<file path="config.mk">
export PLATFORM = sky130hd
export DESIGN_NAME = ma_xif_issue_buffer_flat
export DESIGN_NICKNAME = d
export VERILOG_FILES = /design/src/rtl/ma_xif_issue_buffer_pkg.sv /design/src/rtl/ma_xif_issue_buffer_if.sv /design/src/rtl/ma_xif_id_match.sv /design/src/rtl/ma_xif_issue_buffer.sv /design/src/flat_wrapper.sv
export SDC_FILE = /design/constraint.sdc
export NUM_CORES = 1
export LEC_CHECK = 0
export CAP_MARGIN = 10
export CORE_UTILIZATION = 55
export CTS_CLUSTER_DIAMETER = 60
export DETAILED_ROUTE_END_ITERATION = 12
export PLACE_DENSITY = 0.8
export RECOVER_POWER = 100
export SKIP_CTS_REPAIR_TIMING = 1
export SYNTH_ARGS = -nofsm -noshare
export SYNTH_HDL_FRONTEND = slang
export SYNTH_SLANG_ARGS = --single-unit
</file>
<file path="constraint.sdc">
create_clock -name clk -period 4.9 [get_ports clk]
set_input_delay 0.98 -clock clk [delete_from_list [all_inputs] [get_ports clk]]
set_output_delay 0.98 -clock clk [all_outputs]
set_load 0.05 [all_outputs]
</file>
<file path="src/rtl/ma_xif_issue_buffer_pkg.sv">
// Shared matrix-accelerator types: the claimed major opcode and the issue-buffer entry.
// Entry payload fields are sized for the widest supported XLEN/ID; instances use the low bits.
package ma_xif_issue_buffer_pkg;

  localparam logic [6:0] MA_XIF_OPCODE = 7'h2B;
  localparam int         MA_XLEN_MAX   = 64;
  localparam int         MA_ID_MAX     = 16;

  typedef struct packed {
    logic [31:0]            instr;
    logic [MA_ID_MAX-1:0]   id;
    logic [MA_XLEN_MAX-1:0] rs0;
    logic [MA_XLEN_MAX-1:0] rs1;
    logic                   committed;
    logic                   killed;
  } ma_xif_entry_t;

endpackage

</file>
<file path="src/rtl/ma_xif_issue_buffer_if.sv">
// Issue/commit/dispatch bundle between the core-side X-IF and the accelerator decoder.
// master = core + decoder side, slave = issue buffer.
interface ma_xif_issue_buffer_if #(
  parameter int DEPTH    = 4,
  parameter int XLEN     = 32,
  parameter int ID_WIDTH = 4
);
  logic                    issue_valid;
  logic                    issue_ready;
  logic [31:0]             issue_instr;
  logic [ID_WIDTH-1:0]     issue_id;
  logic [XLEN-1:0]         issue_rs0;
  logic [XLEN-1:0]         issue_rs1;
  logic                    issue_accept;
  logic                    commit_valid;
  logic [ID_WIDTH-1:0]     commit_id;
  logic                    commit_kill;
  logic                    instr_valid;
  logic                    instr_ready;
  logic [31:0]             instr_o;
  logic [XLEN-1:0]         rs0_o;
  logic [XLEN-1:0]         rs1_o;
  logic [ID_WIDTH-1:0]     id_o;
  logic [$clog2(DEPTH):0]  occupancy;

  modport master (
    output issue_valid, issue_instr, issue_id, issue_rs0, issue_rs1,
           commit_valid, commit_id, commit_kill, instr_ready,
    input  issue_ready, issue_accept, instr_valid, instr_o, rs0_o, rs1_o, id_o, occupancy
  );

  modport slave (
    input  issue_valid, issue_instr, issue_id, issue_rs0, issue_rs1,
           commit_valid, commit_id, commit_kill, instr_ready,
    output issue_ready, issue_accept, instr_valid, instr_o, rs0_o, rs1_o, id_o, occupancy
  );
endinterface

</file>
<file path="src/rtl/ma_xif_id_match.sv">
// Finds the oldest live buffer slot holding a given instruction id; purely combinational.
// No state, no backpressure; result is valid whenever hit_o is set.
module ma_xif_id_match #(
  parameter int DEPTH    = 4,
  parameter int ID_WIDTH = 4
) (
  input  logic [DEPTH-1:0][ID_WIDTH-1:0] ids_i,
  input  logic [DEPTH-1:0]               live_i,
  input  logic [$clog2(DEPTH)-1:0]       head_i,
  input  logic [ID_WIDTH-1:0]            id_i,
  output logic [$clog2(DEPTH)-1:0]       idx_o,
  output logic                           hit_o
);
  localparam int PTR_W = $clog2(DEPTH);

  logic [PTR_W-1:0] slot;

  // Walk youngest to oldest so the oldest match is the last one written.
  always_comb begin
    idx_o = '0;
    hit_o = 1'b0;
    slot  = '0;
    for (int a = DEPTH - 1; a >= 0; a--) begin
      slot = head_i + PTR_W'(a);
      if (live_i[slot] && (ids_i[slot] == id_i)) begin
        idx_o = slot;
        hit_o = 1'b1;
      end
    end
  end

endmodule

</file>
<file path="src/rtl/ma_xif_issue_buffer.sv">
// Claims OPCODE offers from the core and releases them downstream in program order once committed.
// Head visible one cycle after enqueue+commit; issue_ready drops when full, payload held while instr_ready is low.
module ma_xif_issue_buffer
  import ma_xif_issue_buffer_pkg::*;
#(
  parameter logic [6:0] OPCODE   = MA_XIF_OPCODE,
  parameter int         DEPTH    = 4,
  parameter int         XLEN     = 32,
  parameter int         ID_WIDTH = 4
) (
  input  logic                 clk,
  input  logic                 rst_n,
  ma_xif_issue_buffer_if.slave xif
);
  localparam int PTR_W = $clog2(DEPTH);
  localparam int OCC_W = PTR_W + 1;

  logic [PTR_W-1:0] head_q, head_d;
  logic [PTR_W-1:0] tail_q, tail_d;
  logic [OCC_W-1:0] occ_q, occ_d;
  logic [DEPTH-1:0] cmt_q, cmt_d;
  logic [DEPTH-1:0] kill_q, kill_d;
  ma_xif_entry_t    mem_q [DEPTH];

  logic [DEPTH-1:0]               live;
  logic [DEPTH-1:0][ID_WIDTH-1:0] ids;
  logic [PTR_W-1:0]               hit_idx;
  logic                           hit;
  logic                           enq;
  logic                           pop;
  logic                           head_live;
  logic                           late_hit;
  ma_xif_entry_t                  new_ent;

  for (genvar g = 0; g < DEPTH; g++) begin : g_slot
    logic [PTR_W-1:0] age;
    assign age     = PTR_W'(g) - head_q;
    assign live[g] = {1'b0, age} < occ_q;
    assign ids[g]  = mem_q[g].id[ID_WIDTH-1:0];
  end

  ma_xif_id_match #(
    .DEPTH    (DEPTH),
    .ID_WIDTH (ID_WIDTH)
  ) u_id_match (
    .ids_i  (ids),
    .live_i (live),
    .head_i (head_q),
    .id_i   (xif.commit_id),
    .idx_o  (hit_idx),
    .hit_o  (hit)
  );

  assign head_live        = (occ_q != '0);
  assign xif.issue_ready  = occ_q < OCC_W'(DEPTH);
  assign xif.issue_accept = xif.issue_valid && (xif.issue_instr[6:0] == OPCODE);
  assign xif.instr_valid  = head_live && cmt_q[head_q] && !kill_q[head_q];
  assign enq = xif.issue_valid && xif.issue_ready && xif.issue_accept;
  // A killed head drains on its own, one entry per cycle, never shown downstream.
  assign pop = (xif.instr_valid && xif.instr_ready) || (head_live && kill_q[head_q]);

  // A commit that finds no older owner belongs to the instruction entering this cycle.
  assign late_hit = xif.commit_valid && !hit && enq && (xif.commit_id == xif.issue_id);

  always_comb begin
    new_ent           = '0;
    new_ent.instr     = xif.issue_instr;
    new_ent.id        = MA_ID_MAX'(xif.issue_id);
    new_ent.rs0       = MA_XLEN_MAX'(xif.issue_rs0);
    new_ent.rs1       = MA_XLEN_MAX'(xif.issue_rs1);
    new_ent.committed = late_hit && !xif.commit_kill;
    new_ent.killed    = late_hit && xif.commit_kill;
  end

  always_comb begin
    cmt_d  = cmt_q;
    kill_d = kill_q;
    if (xif.commit_valid && hit) begin
      if (xif.commit_kill) kill_d[hit_idx] = 1'b1;
      else                 cmt_d[hit_idx]  = 1'b1;
    end
    if (pop) begin
      cmt_d[head_q]  = 1'b0;
      kill_d[head_q] = 1'b0;
    end
    if (enq) begin
      cmt_d[tail_q]  = new_ent.committed;
      kill_d[tail_q] = new_ent.killed;
    end
  end

  assign head_d = head_q + PTR_W'(pop);
  assign tail_d = tail_q + PTR_W'(enq);
  assign occ_d  = occ_q + OCC_W'(enq) - OCC_W'(pop);

  always_ff @(posedge clk or negedge rst_n) begin
    if (!rst_n) begin
      head_q <= '0;
      tail_q <= '0;
      occ_q  <= '0;
      cmt_q  <= '0;
      kill_q <= '0;
    end else begin
      head_q <= head_d;
      tail_q <= tail_d;
      occ_q  <= occ_d;
      cmt_q  <= cmt_d;
      kill_q <= kill_d;
    end
  end

  always_ff @(posedge clk) begin
    if (enq) mem_q[tail_q] <= new_ent;
  end

  assign xif.instr_o   = mem_q[head_q].instr;
  assign xif.rs0_o     = mem_q[head_q].rs0[XLEN-1:0];
  assign xif.rs1_o     = mem_q[head_q].rs1[XLEN-1:0];
  assign xif.id_o      = mem_q[head_q].id[ID_WIDTH-1:0];
  assign xif.occupancy = occ_q;

endmodule
</file>
<file path="src/flat_wrapper.sv">
// flat-port wrapper written by rule: the top's interface ports become plain ports
module ma_xif_issue_buffer_flat import ma_xif_issue_buffer_pkg::*;
#(
  parameter logic [6:0] OPCODE   = MA_XIF_OPCODE,
  parameter int         DEPTH    = 4,
  parameter int         XLEN     = 32,
  parameter int         ID_WIDTH = 4
)
  (clk, rst_n, xif_issue_valid, xif_issue_instr, xif_issue_id, xif_issue_rs0, xif_issue_rs1, xif_commit_valid, xif_commit_id, xif_commit_kill, xif_instr_ready, xif_issue_ready, xif_issue_accept, xif_instr_valid, xif_instr_o, xif_rs0_o, xif_rs1_o, xif_id_o, xif_occupancy);
  ma_xif_issue_buffer_if #(.DEPTH(DEPTH), .XLEN(XLEN), .ID_WIDTH(ID_WIDTH)) xif_i ();
  input  logic clk;
  input  logic rst_n;
  input wire logic [$bits(xif_i.issue_valid)-1:0] xif_issue_valid;
  input wire logic [$bits(xif_i.issue_instr)-1:0] xif_issue_instr;
  input wire logic [$bits(xif_i.issue_id)-1:0] xif_issue_id;
  input wire logic [$bits(xif_i.issue_rs0)-1:0] xif_issue_rs0;
  input wire logic [$bits(xif_i.issue_rs1)-1:0] xif_issue_rs1;
  input wire logic [$bits(xif_i.commit_valid)-1:0] xif_commit_valid;
  input wire logic [$bits(xif_i.commit_id)-1:0] xif_commit_id;
  input wire logic [$bits(xif_i.commit_kill)-1:0] xif_commit_kill;
  input wire logic [$bits(xif_i.instr_ready)-1:0] xif_instr_ready;
  output wire logic [$bits(xif_i.issue_ready)-1:0] xif_issue_ready;
  output wire logic [$bits(xif_i.issue_accept)-1:0] xif_issue_accept;
  output wire logic [$bits(xif_i.instr_valid)-1:0] xif_instr_valid;
  output wire logic [$bits(xif_i.instr_o)-1:0] xif_instr_o;
  output wire logic [$bits(xif_i.rs0_o)-1:0] xif_rs0_o;
  output wire logic [$bits(xif_i.rs1_o)-1:0] xif_rs1_o;
  output wire logic [$bits(xif_i.id_o)-1:0] xif_id_o;
  output wire logic [$bits(xif_i.occupancy)-1:0] xif_occupancy;
  assign xif_i.issue_valid = xif_issue_valid;
  assign xif_i.issue_instr = xif_issue_instr;
  assign xif_i.issue_id = xif_issue_id;
  assign xif_i.issue_rs0 = xif_issue_rs0;
  assign xif_i.issue_rs1 = xif_issue_rs1;
  assign xif_i.commit_valid = xif_commit_valid;
  assign xif_i.commit_id = xif_commit_id;
  assign xif_i.commit_kill = xif_commit_kill;
  assign xif_i.instr_ready = xif_instr_ready;
  assign xif_issue_ready = xif_i.issue_ready;
  assign xif_issue_accept = xif_i.issue_accept;
  assign xif_instr_valid = xif_i.instr_valid;
  assign xif_instr_o = xif_i.instr_o;
  assign xif_rs0_o = xif_i.rs0_o;
  assign xif_rs1_o = xif_i.rs1_o;
  assign xif_id_o = xif_i.id_o;
  assign xif_occupancy = xif_i.occupancy;
  ma_xif_issue_buffer #(.OPCODE(OPCODE), .DEPTH(DEPTH), .XLEN(XLEN), .ID_WIDTH(ID_WIDTH)) u_core (.clk(clk), .rst_n(rst_n), .xif(xif_i));
endmodule
</file>
==> results.txt, run 1 <==
* Synthesis-to-finish area growth: 23.9%
- Via total after detailed routing: 8,048
- In this run the critical register-to-register path is launched from u_core.head_q[1].
- Worst hold stages: 2
* Critical path start-end classification: in2reg
- Max frequency: 0.228 GHz
- Dividing the detail-routed via count by the number of cells gives 5.81.
* Buffers and inverters on the worst path: 4
- Die Footprint: 30,200 um^2
- Wires add up to 31.2 mm.
* Status: complete, but fails checks
- Post-Synthesis Mean Instance Area: 22.4 um^2
- For the worst-skew pair, the clock arrives at the later sink with an insertion delay of ~0.52 ns.
* Effective utilization at floorplan: 56.3%
* Total power per unit cell area: approximately 580 nW/um^2
- VDD sags by at most between 400 and 500 uV.
* Count of maximum capacitance violations: 3
* Max Root-Sink Buffers: 3
- Summing the areas of all fa, ha and maj instances in the mapped netlist gives around 1.0% of the synthesized area.
- The startpoint identified for the worst hold timing path is u_core.kill_q[1].
- Synthesis produced between 700 and 800 cells.
- CP Data Arrival Time: approximately 4.5 ns
- Measured along the y axis, the die boundary spans 174 um.
- In the finished design, the share of the clock period the worst path needs comes to 89.4%.
- Once detail routing completed, the nets flagged for antenna violations numbered 0.
- Of the total power, the share spent switching nets is 36.4%.
* Share of synthesized cell area in and, or, nand and nor gates: approximately 2.2%
- Leakage component of the power: between 6 and 7 nW
- Normalized max-slew margin: -7.80%
* Count of buffers inserted at the top-level ports: ~220
* Post-synthesis share of cell area spent on xor and xnor gates: under 10%
* Most frequent cell after synthesis: edfxtp_1
- During I/O placement, the number of pins put on the boundary was 216.
* Maximum number of pins on one net before global-route repair: 71
- Main flop type after synthesis: edfxtp_1
- The tree is rooted in a clkbuf_16.
* Sequential share of the synthesized area: approximately 76%
- In this run, placement finished with an instance count of 1,305.
- Syn nets: ~850
- For the worst flop-to-flop path, the logic depth is 12.
- Estimated wirelength of the detail-placed design: between 15 and 20 mm
* First-pass iteration count of the detailed router: 5
- Number of non-filler instances in the completed layout: about 1.4k
- Global-route total usage across every layer: 21.3%
- First-pass GRT wire length: 48.9 mm
- Cells taking the most area after synthesis: edfxtp_1 74%, mux4_2 15%, dfrtp_1 2.3%
- Clock net sink count: 415
* Clock-pin slew on the worst setup and hold paths: 0.06 ns
* Final-report setup violation count: 0
- The sequential cells in the finished layout cover a total of 12,400 um^2.
* Filler cell count: 1,782
* Max stage delay on crit path: 1.13 ns
- The biggest area contributor in the post-synthesis netlist is edfxtp_1.
* Final worst hold slack: 0.525 ns
* Worst R2R Setup Slack: 0.56 ns
* Min-Delay Path Class: reg2reg
* Seq cells post-synth: slightly above 400
- Distinct cell type count of the synthesized netlist: 48
* Ys async rst share: 3.61%
- Top cell family by delay on the critical path: buffers and inverters
- Routability-driven placement finished with a final weighted congestion of 0.848.
- Logic pwr share: 40.1%
- In this run, the number of DRC markers left after iteration 0 of detailed routing was 587.
- Actual transition at the worst max-transition pin: 1.62 ns
- Post-synthesis compound-gate area fraction: under 10%
* Synthesis warning total: 0
- The max-slew violation count is 158.
* Sequential share of power: 34.7%
- The slowest stage of the critical path belongs to the cell buf_2.
- In this run the critical register-to-register path is captured at u_core.kill_q[0].
* Number of enable-type register cells in the synthesized netlist: 400
- The H-tree generated during clock tree synthesis spans 2 levels.
- After synthesis the cells add up to approximately 16,000 um^2.
* TritonCTS Buffers: 42
- After synthesis, the share of cell area in mux cells is 16.4%.
- Ratio of cells with drive above 1 in the final layout: 19.1%
* Worst setup skew after layout: approximately 0.020 ns
* Area share of the leading cell type in the synthesized netlist: between 70% and 80%
- After detailed routing, the average wire length per cell comes to between 20 and 25 um.
- Highest net fanout along the worst path: 49
* DRC viols: 0
- For this design the total switching power over the nets is 4.27 mW.
- Vias in the first global route: 8,440
- For this run, the share of the core covered by cells in the final layout is 69.8%.
- End point of the worst hold path: u_core.kill_q[1]
- Data on the critical path is required at its endpoint by 5.02 ns.
- Setup TNS: 0 ns
- The worst path needs 4.38 ns of the cycle, external delays included.
- The count of final hold-check violations was 0.
* Cells along the critical path: dlygate4sd3_1 > nand4b_1 > nor2_1 > nand2_1 > inv_1 > nand3_1 > clkinvlp_2 > buf_2
- After global routing the overflow that remains totals 0.
- The worst setup path is captured at a register.
* Cell row count: 62
- Width of the die: 174 um
- Internal power contribution: about 7.5 mW
- By area, the combinational part of the netlist is dominated by multiplexers.
- The number of antenna violations at the first check in global routing came to 13.
- Relative contribution of the clock network to total power: about a quarter
* Area of the multi-input gates: roughly 3600 um^2
* Count of nets after finishing: 1,088
- The worst setup path is launched from an input port.
- Violated checks: max-capacitance violations, max-slew violations
- Counting instances in the post-synthesis netlist gives the leading cell types as 400 x edfxtp_1, 107 x mux4_2, 16 x a21oi_1, 16 x xnor2_1.
* RSZ-0062 raised after global routing: false
- TritonCTS built the clock tree.
- Core outline area: 28,900 um^2
==> per-layer routing <==
metal | global-route usage (%) | wire length, um | up-vias
met2 | 33.7 | 15000 | 315
li1 | - | - | 3545
met1 | 28.9 | 12700 | 4116
met4 | 5.12 | 607 | 8
met5 | 0 | 51 | -
met3 | 7.41 | 2790 | 64
==> power by group through the flow <==
| stage | Combinational (mW) | Sequential, mW | Clock [mW] |
|---|---|---|---|
| floorplan | 3.64 | 4.09 | 0 |
| global placement | 4.88 | 4.14 | 0 |
| detailed placement | 4.91 | 4.15 | 0 |
| CTS | 4.93 | 4.07 | 3.02 |
| global route | 5.00 | 4.08 | 3.16 |
| finish | 4.71 | 4.07 | 2.96 |
==> worst max-delay path by stage <==
stage	start	to	slack, ns	cells past startpoint
final	xif_issue_instr[1]	u_core.mem_q[3][79]	0.52	8
after global routing	u_core.head_q[1]	u_core.kill_q[0]	0.25	12
after CTS	u_core.head_q[0]	xif_instr_valid	0.49	4
after detailed placement	u_core.head_q[1]	u_core.kill_q[0]	0.79	12
after global placement	u_core.head_q[1]	u_core.kill_q[0]	0.92	12
after floorplan	xif_issue_instr[6]	u_core.cmt_q[1]	0.004	9
==> layout make-up <==
class	instances	share of cell area, %
clock inverter	14	0.541
inverter	16	0.329
tap	384	2.39
timing repair buffer	228	11.2
clock buffer	59	5.84
multi-input combinational	262	18.1
antenna	8	0.0995
sequential	415	61.6
==> tightest hold or removal path: cells and delay by family, from the launching register on <==
family,cells,cell delay (ns)
flops,1,0.34
compound gates,1,0.08
simple gates,1,0.06
==> state kept, by name, summed over array words and instances (netlist names) <==
name / cells
u_core.mem_q: 400
u_core.cmt_q: 4
u_core.kill_q: 4
u_core.xif.occupancy: 3
u_core.head_q: 2
u_core.tail_q: 2
==> cells in the final DEF, fill, tap and decap left out, drive strengths merged, types with 12 or more instances in the layout <==
master and n:
clkdlybuf4s50 12, nand2 12, dfrtp 15, ha 12, dlygate4sd3 203, inv 13, xnor2 16, a21oi 16
mux4 110, clkinv 12, edfxtp 400, mux2i 12, clkbuf 68
==> through the flow <==
stage	setup WS, ns	total power [mW]	cell area (um^2)
5_1_grt	0.253	12.2	20100
6_report	0.520	11.7	20100
2_1_floorplan	0.00436	7.73	16300
3_3_place_gp	0.920	9.03	18900
3_5_place_dp	0.792	9.05	18900
4_1_cts	0.491	12.0	20200
==> logic make-up after synthesis <==
group                    Yosys count
AO/OA/AOI/OAI                     40
XOR/XNOR                          22
adder cells (fa/ha/maj)           13
buffers and inverters             49
flip-flops                       415
multiplexers                     126
AND/OR/NAND/NOR                   61
Power figures use the tool's default switching activity.
==> run 2: changes to the inputs <==
- clock period: 4.9 -> 5.1 ns (I/O delays scaled with it)
==> results.txt, run 2 (synthesized netlist as in run 1, its figures left out) <==
- Status: complete, but fails checks
- Violated checks: max-capacitance violations, max-slew violations
- Pin placement for this block handled 216 I/O pins.
- The critical path is of the reg2out type.
* First-pass iteration count of the detailed router: 5
* Maximum number of pins on one net before global-route repair: 65
* Most used cells in the layout excluding fill and tap cells: 400 x edfxtp_1, 202 x dlygate4sd3_1, 107 x mux4_2
- The number of global-route vias before repair came to 8,423.
- Type of origin of the critical path: register
- Max Root-Sink Buffers: 3
- Ratio of cells with drive above 1 in the final layout: 19.0%
- The number of antenna violations at the first check in global routing was 10.
- After global routing the overflow that remains totals 0.
* DRC viols: 0
- Global-route total usage across every layer: between 20% and 30%
- Cell at the root of the clock tree: clkbuf_16
- Shortest clock period the worst path allows after layout: about 4.5 ns
- TritonCTS Buffers: 41
- Max H-tree Level: 2
- The worst setup path is captured at an output pin.
- Detailed routing inserted a total of 7,958 vias.
- The clock reaches the later pin of the worst-skew pair after 0.53 ns.
- Static timing analysis puts the maximum clock frequency at 0.221 GHz.
- In this run the tool buffered the top-level ports with 215 buffer cells.
- Count of pins over their slew limit: 208
- TritonCTS built the clock tree.
* Effective utilization at floorplan: 56.3%
- Across the routed clock network, the largest skew measured is 0.0186 ns.
- Final-report setup violation count: 0
- Area of the multi-input gates: roughly 3600 um^2
- Actual transition at the worst max-transition pin: 2.03 ns
- Setup TNS: 0 ns
- The die is 174 um tall.
* Width of the die: 174 um
- Normalized max-slew margin: -35.6%
- VDD sags by at most 419 uV.
- Data required time of the critical path: 4.08 ns
- The path class of the tightest hold or removal check is reg2reg.
- Leaving out fill and tap cells, the most frequent cell in the layout is edfxtp_1.
- Using the TritonRoute via totals, the vias-per-cell ratio works out to roughly 5.7.
- In the final layout, flip-flops and latches occupy 12,400 um^2.
* Largest regs: u_core.mem_q: 400 flops, u_core.cmt_q: 4 flops, u_core.kill_q: 4 flops
* Iter 0 DRT Violations: 631
- Wire length after detailed routing: 30.9 mm
* Leakage component of the power: 6.58 nW
- On the final layout, the worst hold slack is 0.509 ns.
* Filler cell count: ~1.8k
- Die Footprint: a little over 30,000 um^2
- Counting flops per register, the top entry is u_core.mem_q.
- Count of maximum capacitance violations: 4
- In the post-route analysis, the smallest setup slack over all paths is 0.581 ns.
* Estimated wirelength of the detail-placed design: slightly below 20 mm
* CP Data Arrival Time: approximately 3.5 ns
* Final cycle utilization of the critical path: 88.6%
* Hold Fails Final Rpt: 0
- Total power per unit cell area: 561 nW/um^2
- The register with the most flip-flops in the layout has 400 of them.
- Once detail routing completed, the nets flagged for antenna violations numbered 0.
* Clock net sink count: 415
- Highest net fanout along the worst path: 64
* RSZ-0062 raised after global routing: false
* Cell row count: a little over 60
- The core region is a little under 30,000 um^2.
* First-pass GRT wire length: 48.0 mm
* Drt wl/cell: 22.2 um
* Routability congestion estimate from global placement: 0.881
* Synthesis-to-finish area growth: 24.0%
- Count of nets after finishing: 1,091
* Clock-pin slew on the worst setup and hold paths: 0.06 ns
- Prior to clock tree synthesis, the placed netlist has a worst setup slack of 1.14 ns.
-- run 2: changes by cell type in the layout (fill, tap and decap cells not counted), sizes merged --
| cell | delta |
|---|---|
| diode | -1 |
| buf | +2 |
| inv | +3 |
| clkbuf | -9 |
| clkdlybuf4s50 | +1 |
| dlygate4sd3 | -1 |
| clkinv | +6 |
| bufinv | +3 |
-- run 2: layer usage --
| layer | GRT usage (%) | routed length (um) | vias up |
|---|---|---|---|
| li1 | - | - | 3537 |
| met1 | 27.6 | 12300 | 4069 |
| met2 | 34.4 | 15300 | 297 |
| met3 | 6.45 | 2700 | 47 |
| met4 | 5.34 | 520 | 8 |
| met5 | 0 | 55 | - |
-- run 2: critical path: stages, from the launching register on --
cell and delay (ns):
dfrtp_4 0.77, buf_6 0.68, mux4_2 0.63, dlygate4sd3_1 0.79
-- run 2: cell type report --
| type | instances | share of cell area [%] |
|---|---|---|
| Clock inverter | 26 | 1.21 |
| Multi-Input combinational cell | 262 | 18.1 |
| Timing Repair Buffer | 232 | 11.2 |
| Inverter | 16 | 0.329 |
| Tap cell | 384 | 2.39 |
| Clock buffer | 48 | 5.22 |
| Sequential cell | 415 | 61.5 |
| Antenna cell | 7 | 0.0870 |
-- run 2: per-stage QoR --
stage	cell area, um^2	power (mW)	util [%]	std cells
after global placement	18900	8.69	65.7	1309
after floorplan	16300	7.43	-	726
after detailed placement	18900	8.71	65.7	1309
after CTS	20200	11.6	70.1	1383
final	20100	11.3	69.8	1390
after global routing	20100	11.7	69.8	1387
-- run 2: worst paths after layout --
check | start | to | slack, ns | depth (start not counted)
worst max-delay path | u_core.head_q[0] | xif_rs1_o[5] | 0.58 | 3
worst min-delay path | u_core.cmt_q[3] | u_core.cmt_q[3] | 0.51 | 2
worst max register to register | u_core.head_q[0] | u_core.kill_q[0] | 1.00 | 12
worst min register to register | u_core.cmt_q[3] | u_core.cmt_q[3] | 0.51 | 2
max in group asynchronous | rst_n | u_core.head_q[1] | 3.54 | 1
min in group asynchronous | rst_n | u_core.xif.occupancy[2] | 1.01 | 1
-- run 2: where the power goes --
part,internal [mW],switching [mW]
Clock,1.69,1.20
Sequential,3.79,0.146
Combinational,1.71,2.76
Total,7.19,4.11
